`config.mk`:
```
export PLATFORM = sky130hd
export DESIGN_NAME = mxint8_block_serializer_flat
export DESIGN_NICKNAME = d
export VERILOG_FILES = /design/src/rtl/mxint8_block_serializer_pkg.sv /design/src/rtl/mxint8_block_serializer_if.sv /design/src/rtl/mxint8_block_serializer.sv /design/src/flat_wrapper.sv
export SDC_FILE = /design/constraint.sdc
export NUM_CORES = 1
export LEC_CHECK = 0
export CAP_MARGIN = 15
export CORE_MARGIN = 5
export CORE_UTILIZATION = 49
export DETAILED_ROUTE_END_ITERATION = 16
export PLACE_DENSITY = 0.8
export SYNTH_ARGS = -nofsm -noshare
export SYNTH_HDL_FRONTEND = slang
export SYNTH_SLANG_ARGS = --single-unit
```
`constraint.sdc`:
```
create_clock -name clk -period 3.25 [get_ports clk]
set_input_delay 0.65 -clock clk [delete_from_list [all_inputs] [get_ports clk]]
set_output_delay 0.65 -clock clk [all_outputs]
set_load 0.02 [all_outputs]
```
`src/rtl/mxint8_block_serializer_pkg.sv`:
```
// mxint8_block_serializer_pkg: MX block geometry, element/scale types and FSM states.
package mxint8_block_serializer_pkg;
  localparam int MX_BLOCK_SIZE = 32;
  localparam int MXINT8_ELEMENT_WIDTH = 8;
  localparam int MX_SCALE_WIDTH = 8;
  localparam logic [MX_SCALE_WIDTH-1:0] MX_SCALE_NAN = 8'hFF;
  typedef logic signed [MXINT8_ELEMENT_WIDTH-1:0] mxint8_elem_t;
  typedef mxint8_elem_t [0:MX_BLOCK_SIZE-1] mxint8_block_t;
  typedef logic [MX_SCALE_WIDTH-1:0] e8m0_t;
  typedef enum logic {IDLE, STREAM} state_t;
  function automatic int idx_width(input int n);
    return (n > 1) ? $clog2(n) : 1;
  endfunction
endpackage

```
`src/rtl/mxint8_block_serializer_if.sv`:
```
// mxint8_block_serializer_if: block-parallel input and element-serial output handshakes.
interface mxint8_block_serializer_if
  import mxint8_block_serializer_pkg::*;
#(
  parameter int BLOCK_SIZE = MX_BLOCK_SIZE,
  parameter int W = MXINT8_ELEMENT_WIDTH,
  parameter int SW = MX_SCALE_WIDTH
);
  localparam int IW = idx_width(BLOCK_SIZE);
  logic i_valid;
  logic i_ready;
  logic [SW-1:0] i_scale;
  logic [0:BLOCK_SIZE-1][W-1:0] i_mxint8_elements;
  logic o_valid;
  logic o_ready;
  logic [W-1:0] o_element;
  logic [SW-1:0] o_scale;
  logic [IW-1:0] o_index;
  logic o_first;
  logic o_last;
  logic o_scale_nan;
  modport slave (
    input i_valid, i_scale, i_mxint8_elements, o_ready,
    output i_ready, o_valid, o_element, o_scale, o_index, o_first, o_last, o_scale_nan
  );
  modport master (
    output i_valid, i_scale, i_mxint8_elements, o_ready,
    input i_ready, o_valid, o_element, o_scale, o_index, o_first, o_last, o_scale_nan
  );
endinterface

```
`src/rtl/mxint8_block_serializer.sv`:
```
// mxint8_block_serializer: captures one MXINT8 block and streams its elements one per cycle.
module mxint8_block_serializer
  import mxint8_block_serializer_pkg::*;
#(
  parameter int BLOCK_SIZE = MX_BLOCK_SIZE,
  parameter int W = MXINT8_ELEMENT_WIDTH,
  parameter int SW = MX_SCALE_WIDTH
) (
  input logic clk,
  input logic rst,
  mxint8_block_serializer_if.slave bus
);
  localparam int IW = idx_width(BLOCK_SIZE);
  localparam logic [IW-1:0] LAST_IDX = IW'(BLOCK_SIZE - 1);
  state_t r_state;
  state_t w_state_nx;
  logic [IW-1:0] r_idx;
  logic [IW-1:0] w_idx_nx;
  logic [0:BLOCK_SIZE-1][W-1:0] r_hold;
  logic [SW-1:0] r_scale;
  logic w_last;
  logic w_fire;
  logic w_accept;
  assign w_last = r_idx == LAST_IDX;
  assign bus.o_valid = r_state == STREAM;
  assign w_fire = bus.o_valid && bus.o_ready;
  // a new block may slip in on the final beat so back-to-back blocks leave no bubble
  assign bus.i_ready = (r_state == IDLE) || (w_fire && w_last);
  assign w_accept = bus.i_valid && bus.i_ready;
  always_comb begin
    w_state_nx = w_accept ? STREAM : (w_fire && w_last) ? IDLE : r_state;
    w_idx_nx = (w_accept || (w_fire && w_last)) ? '0 : w_fire ? r_idx + IW'(1) : r_idx;
  end
  always_ff @(posedge clk) begin
    if (rst) begin
      r_state <= IDLE;
      r_idx <= '0;
      r_hold <= '0;
      r_scale <= '0;
    end else begin
      r_state <= w_state_nx;
      r_idx <= w_idx_nx;
      if (w_accept) begin
        r_hold <= bus.i_mxint8_elements;
        r_scale <= bus.i_scale;
      end
    end
  end
  assign bus.o_element = r_hold[r_idx];
  assign bus.o_scale = r_scale;
  assign bus.o_index = r_idx;
  assign bus.o_first = r_idx == '0;
  assign bus.o_last = w_last;
  assign bus.o_scale_nan = r_scale == SW'(MX_SCALE_NAN);
endmodule
```
`src/flat_wrapper.sv`:
```
// flat-port wrapper written by rule: the top's interface ports become plain ports
module mxint8_block_serializer_flat import mxint8_block_serializer_pkg::*;
#(
  parameter int BLOCK_SIZE = MX_BLOCK_SIZE,
  parameter int W = MXINT8_ELEMENT_WIDTH,
  parameter int SW = MX_SCALE_WIDTH
)
  (clk, rst, bus_i_valid, bus_i_scale, bus_i_mxint8_elements, bus_o_ready, bus_i_ready, bus_o_valid, bus_o_element, bus_o_scale, bus_o_index, bus_o_first, bus_o_last, bus_o_scale_nan);
  mxint8_block_serializer_if #(.BLOCK_SIZE(BLOCK_SIZE), .W(W), .SW(SW)) bus_i ();
  input logic clk;
  input logic rst;
  input wire logic [$bits(bus_i.i_valid)-1:0] bus_i_valid;
  input wire logic [$bits(bus_i.i_scale)-1:0] bus_i_scale;
  input wire logic [$bits(bus_i.i_mxint8_elements)-1:0] bus_i_mxint8_elements;
  input wire logic [$bits(bus_i.o_ready)-1:0] bus_o_ready;
  output wire logic [$bits(bus_i.i_ready)-1:0] bus_i_ready;
  output wire logic [$bits(bus_i.o_valid)-1:0] bus_o_valid;
  output wire logic [$bits(bus_i.o_element)-1:0] bus_o_element;
  output wire logic [$bits(bus_i.o_scale)-1:0] bus_o_scale;
  output wire logic [$bits(bus_i.o_index)-1:0] bus_o_index;
  output wire logic [$bits(bus_i.o_first)-1:0] bus_o_first;
  output wire logic [$bits(bus_i.o_last)-1:0] bus_o_last;
  output wire logic [$bits(bus_i.o_scale_nan)-1:0] bus_o_scale_nan;
  assign bus_i.i_valid = bus_i_valid;
  assign bus_i.i_scale = bus_i_scale;
  assign bus_i.i_mxint8_elements = bus_i_mxint8_elements;
  assign bus_i.o_ready = bus_o_ready;
  assign bus_i_ready = bus_i.i_ready;
  assign bus_o_valid = bus_i.o_valid;
  assign bus_o_element = bus_i.o_element;
  assign bus_o_scale = bus_i.o_scale;
  assign bus_o_index = bus_i.o_index;
  assign bus_o_first = bus_i.o_first;
  assign bus_o_last = bus_i.o_last;
  assign bus_o_scale_nan = bus_i.o_scale_nan;
  mxint8_block_serializer #(.BLOCK_SIZE(BLOCK_SIZE), .W(W), .SW(SW)) u_core (.clk(clk), .rst(rst), .bus(bus_i));
endmodule
```
======== Word level (Yosys, flattened, before mapping) ========
Cells that the tools add are included.
storage, ports and cells
  logic and storage cells ................. 54
  register bits ........................... 270
cells by class
  multiplexer cells ....................... 5
  $add $sub $neg .......................... 1
  reduce and logical (&&, ||, !) cells .... 8
  bitwise logic cells ..................... 2
  equality and inequality tests ........... 2
  magnitude comparators ................... 1
operators by type and width
  cell                                                           number
  8-bit binary-select mux with 5-bit select                      1
  8-bit 2-to-1 mux                                               2
  8-bit == test, second input constant                           1
  6-bit greater-or-equal comparator, second input constant       1
  5-bit NOT with 6-bit output                                    1
  5-bit by 1-bit adder with 5-bit output, second input constant  1
  5-bit == test, second input constant                           1
  5-bit zero test                                                1
  1-bit logical AND                                              3
  1-bit logical OR                                               2
  1-bit 2-to-1 mux                                               2
  2-bit nonzero test                                             1
  2-bit OR reduction                                             1
  1-bit NOT                                                      1

======== Logic depth before layout (Yosys ltp) ========
Gate-level depths: netlist of run 1.
  word-level depth ........................ 6
  mapped depth ............................ 12
  gate-level depth less buffers ........... 8

======== Worst setup path before layout of run 1 ========
No wires, ideal clock.
  kind .................................... flip-flop to flip-flop
  start point ............................. register u_core.r_idx[2] (netlist: u_core.bus.o_index[2])
  end point ............................... register u_core.r_hold[16] (netlist name)
  arrival time ............................ 2820 ps
  path buffers ............................ 5
  setup slack ............................. 359 ps
  setup time .............................. 70 ps
  stages on the path, launching flop included .. 13
  required time ........................... 3180 ps
  path through ............................ dfxtp_1 buf_2 buf_2 buf_1 and3_1 ha_1 a21boi_0 inv_1 and2_0 buf_2 buf_1 nand2_1 a21oi_1
on the way
  word-level cells in the longest chain between the ends .. 4
ends and longest elaborated chain
  item                    RTL line                       RTL
  start, declared         mxint8_block_serializer.sv:17  logic [IW-1:0] r_idx;
  start signal, assigned  mxint8_block_serializer.sv:42  r_idx <= w_idx_nx;
  5-bit == test           mxint8_block_serializer.sv:24  assign w_last = r_idx == LAST_IDX;
  net bus_o_last          flat_wrapper.sv:22             output wire logic [$bits(bus_i.o_last)-1:0] bus_o_last;
  1-bit logical AND       mxint8_block_serializer.sv:28  assign bus.i_ready = (r_state == IDLE) || (w_fire && w_last);
  1-bit logical OR        mxint8_block_serializer.sv:28
  net bus_i_ready         flat_wrapper.sv:16             output wire logic [$bits(bus_i.i_ready)-1:0] bus_i_ready;
  1-bit logical AND       mxint8_block_serializer.sv:29  assign w_accept = bus.i_valid && bus.i_ready;
  end signal, assigned    mxint8_block_serializer.sv:44  r_hold <= bus.i_mxint8_elements;
  end, declared           mxint8_block_serializer.sv:19  logic [0:BLOCK_SIZE-1][W-1:0] r_hold;
The timed path passes the listed nets, and every way through them passes these cells.
A chain may end at the register's enable or synchronous reset.

======== Worst setup path after layout of run 1 ========
  start point ............................. register u_core.r_idx[0] (netlist: u_core.bus.o_index[0])
  end point ............................... output port bus_o_element[2]
on the way
  word-level cells in the longest chain between the ends .. 4
ends and longest elaborated chain
  item                                                 RTL line                       RTL
  5-bit NOT with 6-bit output (not written as such)    mxint8_block_serializer.sv:49  assign bus.o_element = r_hold[r_idx];
  8-bit binary-select mux with 5-bit select            mxint8_block_serializer.sv:49
  8-bit 2-to-1 mux (not written as such) (2 in a row)  mxint8_block_serializer.sv:49
  end, declared                                        flat_wrapper.sv:18             output wire logic [$bits(bus_i.o_element)-1:0] bus_o_element;
No other way between the ends. The select of a mux whose other input is x is not followed.

==> results of run 1 <==
==> worst register-to-register path, delay by kind of cell, from the launching register on <==
kind	cells	cell delay, ns
buffers and inverters	3	0.79
adders and majority gates	2	0.40
AOI/OAI and AO/OA	2	0.25
DFF	1	0.39
and+or+nand+nor	3	0.98
==> metal layers <==
layer	wire length (microns)	up-vias
met1	15100	5106
li1	-	5117
met3	3260	93
met5	0	-
met4	1450	0
met2	17400	542
==> area by class of cell <==
type	count	area, sq um
timing repair buffer	345	3490
inverter	3	11.3
clock inverter	16	204
clock buffer	36	782
sequential	270	5420
antenna	1	2.50
fill	1759	6920
multi-input combinational	969	5530
tap	285	357
==> state kept, by name, summed over array words and instances, names as in the netlist <==
register and flops:
u_core.bus.o_valid 1, u_core.bus.o_scale 8, u_core.bus.o_index 5, u_core.r_hold 256
==> synthesized netlist by cell type (all sizes together), types with 5 or more instances <==
library cell | n | area (sq um)
dfxtp | 270 | 5410
mux4 | 47 | 1070
clkbuf | 43 | 161
nand3 | 5 | 25.0
o221ai | 8 | 70.1
nand2 | 532 | 2000
buf | 70 | 384
a2111oi | 7 | 103
nor2 | 8 | 30.0
o22ai | 7 | 43.8
a22oi | 9 | 67.6
mux2i | 33 | 330
a22o | 7 | 61.3
a21oi | 282 | 1420
==> stage by stage <==
step	hold slack, ns	instance area [sq um]	worst slack, ns	TNS (ns)
after floorplan	0.432	11400	0.359	0
after CTS	0.452	15700	0.00384	0
after detailed placement	0.443	14600	-0.00511	-0.00511
after global placement	0.439	14600	-0.0263	-0.0263
final	0.454	15800	0.0349	0
after global routing	0.469	15800	-0.0206	-0.0560
==> worst max-delay path by stage <==
stage                                startpoint           endpoint  slack (ns)  cells after the start
final                     u_core.bus.o_index[0]   bus_o_element[2]        0.03                      7
after detailed placement  u_core.bus.o_index[0]   bus_o_element[7]      -0.005                      6
after floorplan           u_core.bus.o_index[2]  u_core.r_hold[16]        0.36                     12
after global placement    u_core.bus.o_index[0]   bus_o_element[7]       -0.03                      6
after global routing      u_core.bus.o_index[0]   bus_o_element[7]       -0.02                      6
after CTS                 u_core.bus.o_index[0]   bus_o_element[4]       0.004                      8
==> what timing repair did <==
action | 4_1_cts | 5_1_grt
hold buffers | 0 | 0
setup buffers | 6 | 3
gates cloned | 1 | 0
setup endpoints to repair | 10 | 9
gates resized for setup | 51 | 13
pin swaps | 7 | 8
==> cells by family after synthesis <==
logic type / count (synthesis) / synth area share (%)
compound gates: 325 / 15.8
xor+xnor: 2 / 0.154
fa+ha+maj: 3 / 0.330
buf+inv: 116 / 4.90
flops: 270 / 47.6
mux: 81 / 12.4
simple gates: 558 / 18.8
==> power by group <==
group          internal [mW]  switching [mW]
Clock                   2.03            1.36
Sequential              3.50           0.113
Combinational          0.562           0.492
Total                   6.09            1.97
==> summary.md, run 1 <==
| Metric | Value |
|---|---|
| Crit path required time | `2.60 ns` |
| RePlAce Congestion | `0.874` |
| VDD IR-drop max | `0.371 mV` |
| CP endpoint kind | `primary output` |
| First-pass GRT wire length | `56,700 microns` |
| Reg-to-Reg Start | `u_core.bus.o_index[0]` |
| Critical-path maximum fanout | `5` |
| I/O Buffers | `293` |
| Cells after synthesis | `1,355` |
| Number of DRC markers in iteration 0 | `908` |
| Num CTS Buffers | `28` |
| Util after Layout | `69.5%` |
| Fmax | `311 MHz` |
| Die area | `0.0263 sq mm` |
| Final Instance Count excl. Fillers | `1,925` |
| CP top delay family | `compound AO/OA/AOI/OAI gates` |
| Cell variety after synth | `41` |
| Period utilization | `98.9%` |
| Hold crit path type | `register to register` |
| Avg Cell Area, Syn | `8.39 sq um` |
| CTS tree | `built` |
| Drt via density | `5.64` |
| Critical path type | `register to primary output` |
| Commonest non-fill, non-tap cells in the layout | `nand2_1 (531), clkdlybuf4s50_1 (282), a21oi_1 (278)` |
| Gr usage total | `27.0%` |
| Number of synthesized flops with an enable pin | `0` |
| Clock skew | `0.0133 ns` |
| Initial antenna violation count | `1` |
| Worst skew pair latency | `0.54 ns` |
| Reg2Reg Depth | `10` |
| Area Overhead vs Synth | `38.9%` |
| Placed cell count | `1,862` |
| Drc violations | `0` |
| Worst path cell trace | `buf_4, buf_4, mux4_2, a22o_1, a2111oi_4, a21oi_2, buf_2` |
| Initial core utilization | `50.0%` |
| Synth async-reset ratio | `0%` |
| Wirelength per Cell | `19.3 microns` |
| I/O pin total | `294` |
| Share of layout cells above drive strength 1 | `11.0%` |
| Max Transition Viols Final | `0` |
| Max stage delay on crit path | `0.53 ns` |
| RSZ-0062 raised after global routing | `true` |
| Hold path endpoint | `u_core.r_hold[149]` |
| Tmin final | `3.22 ns` |
| Max-Cap Viols | `0` |
| Die Height | `162 microns` |
| Leakage | `5.73 nW` |
| Post-DP HPWL | `26,400 microns` |
| Mapped cell area | `0.0114 sq mm` |
| Reg2Reg Setup Slack | `0.37 ns` |
| Most used cell along the critical path | `buf_4` |
| Worst Hold Depth | `2` |
| Clock transition at path regs | `0.07 ns` |
| CTS max path bufs | `3` |
| DRT Pass-1 Iters | `6` |
| Crit start category | `register` |
| YS warnings | `0` |
| Most common cell after layout, fill and taps aside | `nand2_1` |
| # clock sinks | `270` |
| Die X | `162 microns` |
| Tot Pwr | `8.05 mW` |
| Met1 Track Usage GR | `35.8%` |
| Power per standard cell area | `510 mW/mm^2` |
| Post-Route WL | `37,200 microns` |
| Clock Tree Root | `clkbuf_16` |
| Core area | `0.0227 sq mm` |
| Final setup viols | `0` |
| Slowest stage cell on the critical path | `mux4_2` |
| Final hold violations | `0` |
| H-tree Lvls | `1` |
| # rows | `55` |
| Vias in the first global route | `10,489` |
| CP arrival | `2.57 ns` |
| GR Overflow Total | `0` |
| RR Endpoint | `u_core.r_hold[17]` |
| Fin nets | `1,888` |
| Post-route ant nets | `0` |
| Total number of vias | `10,858` |
| Outcome | `complete, no violations` |
| Worst path buffer plus inverter count | `3` |
| Grt met2 use | `44.2%` |
| Seq cells post-synth | `270` |
| Hold Path Origin | `u_core.r_hold[149]` |
| Met3 usage in global routing | `5.46%` |
| Top_reg_cell synth | `dfxtp_1` |
| Post-synthesis sequential area ratio | `47.6%` |
| Syn nets | `1,626` |
| Largest net degree at the start of global routing | `103` |
| Worst slew margin | `44.9%` |
| Tightest Pin Transition | `0.826 ns` |
| Busiest layer in global routing | `met2` |
Power figures use the tool's default switching activity.
==> inputs of run 2 (changes only) <==
--- a/config.mk
+++ b/config.mk
@@ -6,9 +6,11 @@
 export NUM_CORES = 1
 export LEC_CHECK = 0
 export CAP_MARGIN = 15
+export CORE_ASPECT_RATIO = 1.1
 export CORE_MARGIN = 5
 export CORE_UTILIZATION = 49
 export DETAILED_ROUTE_END_ITERATION = 16
+export HOLD_SLACK_MARGIN = 0.03
 export PLACE_DENSITY = 0.8
 export SYNTH_ARGS = -nofsm -noshare
 export SYNTH_HDL_FRONTEND = slang
==> summary.md, run 2 (synthesized netlist as in run 1, its figures left out) <==
| Metric | Value |
|---|---|
| Sw Share | `23.8% (-0.60 points)` |
| Top register by number of flip-flops | `u_core.r_hold` |
| Num CTS Buffers | `26 (-7.1%)` |
| Fin nets | `1,891 (+0.16%)` |
| Gr usage total | `26.0% (-0.91 points)` |
| Max reg flops | `256 (unchanged)` |
| Design Area, Final | `0.0157 sq mm (-0.30%)` |
| Fillers | `1,799 (+2.3%)` |
| Initial antenna violation count | `1 (unchanged)` |
| Post-Route WL | `36,400 microns (-2.3%)` |
| Final Instance Count excl. Fillers | `1,936 (+0.57%)` |
| # clock sinks | `270 (unchanged)` |
| Drc violations | `0 (unchanged)` |
| Max Transition Viols Final | `0 (unchanged)` |
| Area Overhead vs Synth | `38.5%` |
| CTS max path bufs | `3 (unchanged)` |
| Post-DP HPWL | `25,900 microns (-2.2%)` |
| Share of layout cells above drive strength 1 | `10.6% (-0.41 points)` |
| Final hold violations | `0 (unchanged)` |
| Antenna cells | `0 (-1)` |
| Post-Place Worst Slack | `0.0551 ns (+0.0602 ns)` |
| # rows | `58 (+5.5%)` |
| Final setup viols | `0 (unchanged)` |
| CP top delay family | `compound AO/OA/AOI/OAI gates` |
| Worst skew pair latency | `0.53 ns (about the same)` |
| H-tree Lvls | `1 (unchanged)` |
| Outcome | `complete, no violations` |
| Number of DRC markers in iteration 0 | `806 (-11%)` |
| Worst path buffer plus inverter count | `3 (unchanged)` |
| Crit path required time | `2.60 ns (about the same)` |
| Crit start category | `register` |
| Hold crit path type | `register to register` |
| Total number of vias | `10,630 (-2.1%)` |
| I/O Buffers | `293 (unchanged)` |
| Wirelength per Cell | `18.8 microns (-2.9%)` |
| Period utilization | `99.1% (+0.21 points)` |
| Slowest stage cell on the critical path | `mux4_2` |
| Setup TNS after final layout | `0 ns (unchanged)` |
| Core area | `0.0229 sq mm (+0.66%)` |
| Die area | `0.0263 sq mm (about the same)` |
| RSZ-0062 raised after global routing | `true` |
| Tightest Pin Transition | `0.553 ns (-0.273 ns)` |
| Hold Path Origin | `u_core.r_hold[13]` |
| Worst slew margin | `63.1% (+18 points)` |
| DRT Pass-1 Iters | `5 (-1)` |
| Reg-to-Reg Start | `u_core.bus.o_index[0]` |
| RePlAce Congestion | `0.884 (+1.1%)` |
| Switching Power | `1.86 mW (-5.4%)` |
| Tmin final | `3.22 ns (+0.00678 ns)` |
| Worst path cell trace | `buf_4, mux4_2, a22o_1, a2111oi_2, buf_4, a21oi_1, buf_2` |
| Clock skew | `0.0111 ns (-0.00219 ns)` |
| I/O pin total | `294 (unchanged)` |
| CP arrival | `2.57 ns (about the same)` |
| Fmax | `310 MHz (-0.21%)` |
| Die X | `155 microns (-4.4%)` |
| Initial core utilization | `49.7% (-0.33 points)` |
| Clock transition at path regs | `0.06 ns (about the same)` |
| Commonest non-fill, non-tap cells in the layout | `nand2_1 (531), a21oi_1 (281), clkdlybuf4s50_1 (281)` |
| Placed cell count | `1,883 (+1.1%)` |
| Comb pwr share | `13.4% (+0.3 points)` |
| CP Launch Point | `u_core.bus.o_index[0]` |
| Post-DP Area | `0.0147 sq mm (+0.48%)` |
| Max stage delay on crit path | `0.53 ns (about the same)` |
| Critical path type | `register to primary output` |
| Clock Tree Root | `clkbuf_16` |
| Leakage | `5.73 nW (about the same)` |
| Clock share of power | `40.4% (-1.7 points)` |
| Max-Cap Viols | `0 (unchanged)` |
| Largest net degree at the start of global routing | `113 (+9.7%)` |
| Most used cell along the critical path | `buf_4` |
| Drt via density | `5.49 (-2.7%)` |
| Power Internal | `5.95 mW (-2.2%)` |
| Vias in the first global route | `10,422 (-0.64%)` |
| Critical-path maximum fanout | `7 (+2)` |
| Die Height | `170 microns (+4.6%)` |
| Power per standard cell area | `496 mW/mm^2 (-2.7%)` |
| CP endpoint kind | `primary output` |
| GR Overflow Total | `0 (unchanged)` |
| Sequential share of power | `46.2% (+1.4 points)` |
| Most common cell after layout, fill and taps aside | `nand2_1` |
| CTS tree | `built` |
| First-pass GRT wire length | `55,100 microns (-2.9%)` |
| VDD IR-drop max | `0.388 mV (+4.7%)` |
| Post-route ant nets | `0 (unchanged)` |
| Worst setup margin | `0.0281 ns (-0.00678 ns)` |
==> run 2: area by class of cell <==
class                   count  area [sq um]  area share, %
well taps                 300           375           2.38
clock buffers              36           739           4.70
inverters                   3          11.3         0.0715
clock inverters             8           140          0.890
repair buffers            350          3550           22.6
flip-flops and latches    270          5410           34.4
multi-input cells         969          5510           35.0
==> run 2: power groups by stage <==
stage	logic, mW	registers (mW)	clock network (mW)
final	1.05	3.61	3.16
after global routing	1.13	3.62	3.33
after CTS	1.04	3.60	3.18
after detailed placement	1.02	3.68	0
after global placement	1.00	3.67	0
after floorplan	0.506	3.64	0
==> run 2: stage by stage <==
step	power (mW)	hold WS, ns	util (%)
2_1_floorplan	4.15	0.432	-
3_3_place_gp	4.67	0.439	64.1
3_5_place_dp	4.69	0.444	64.1
4_1_cts	7.82	0.452	68.5
5_1_grt	8.09	0.465	68.9
6_report	7.81	0.453	68.9
==> run 2: metal layers <==
layer / vias up / global-route usage (%) / routed length, microns
li1: 5112 / - / -
met1: 4977 / 34.0 / 14400
met2: 465 / 43.4 / 17500
met3: 74 / 4.79 / 3050
met4: 2 / 9.71 / 1390
met5: - / 0 / 13
==> run 2: final timing paths <==
check | cells after the start | end | slack, ns
worst max-delay path | 7 | bus_o_element[0] | 0.03
worst min register to register | 2 | u_core.r_hold[13] | 0.45
worst min-delay path | 2 | u_core.r_hold[13] | 0.45
worst max register to register | 12 | u_core.r_hold[186] | 0.65
==> run 2: tightest hold or removal path, cell delays in order (launching register included) <==
cell	delay (ns)
dfxtp_1	0.31
nand2_1	0.05
a21oi_1	0.05
==> run 2: what timing repair did <==
item | 4_1_cts | 5_1_grt
cloned | 2 | 0
hold endpoints to repair | 0 | 0
hold buffers | 0 | 0
pin swaps | 0 | 8
setup buffers | 4 | 3
endpoints found under the setup margin | 11 | 10
gates resized for setup | 46 | 15
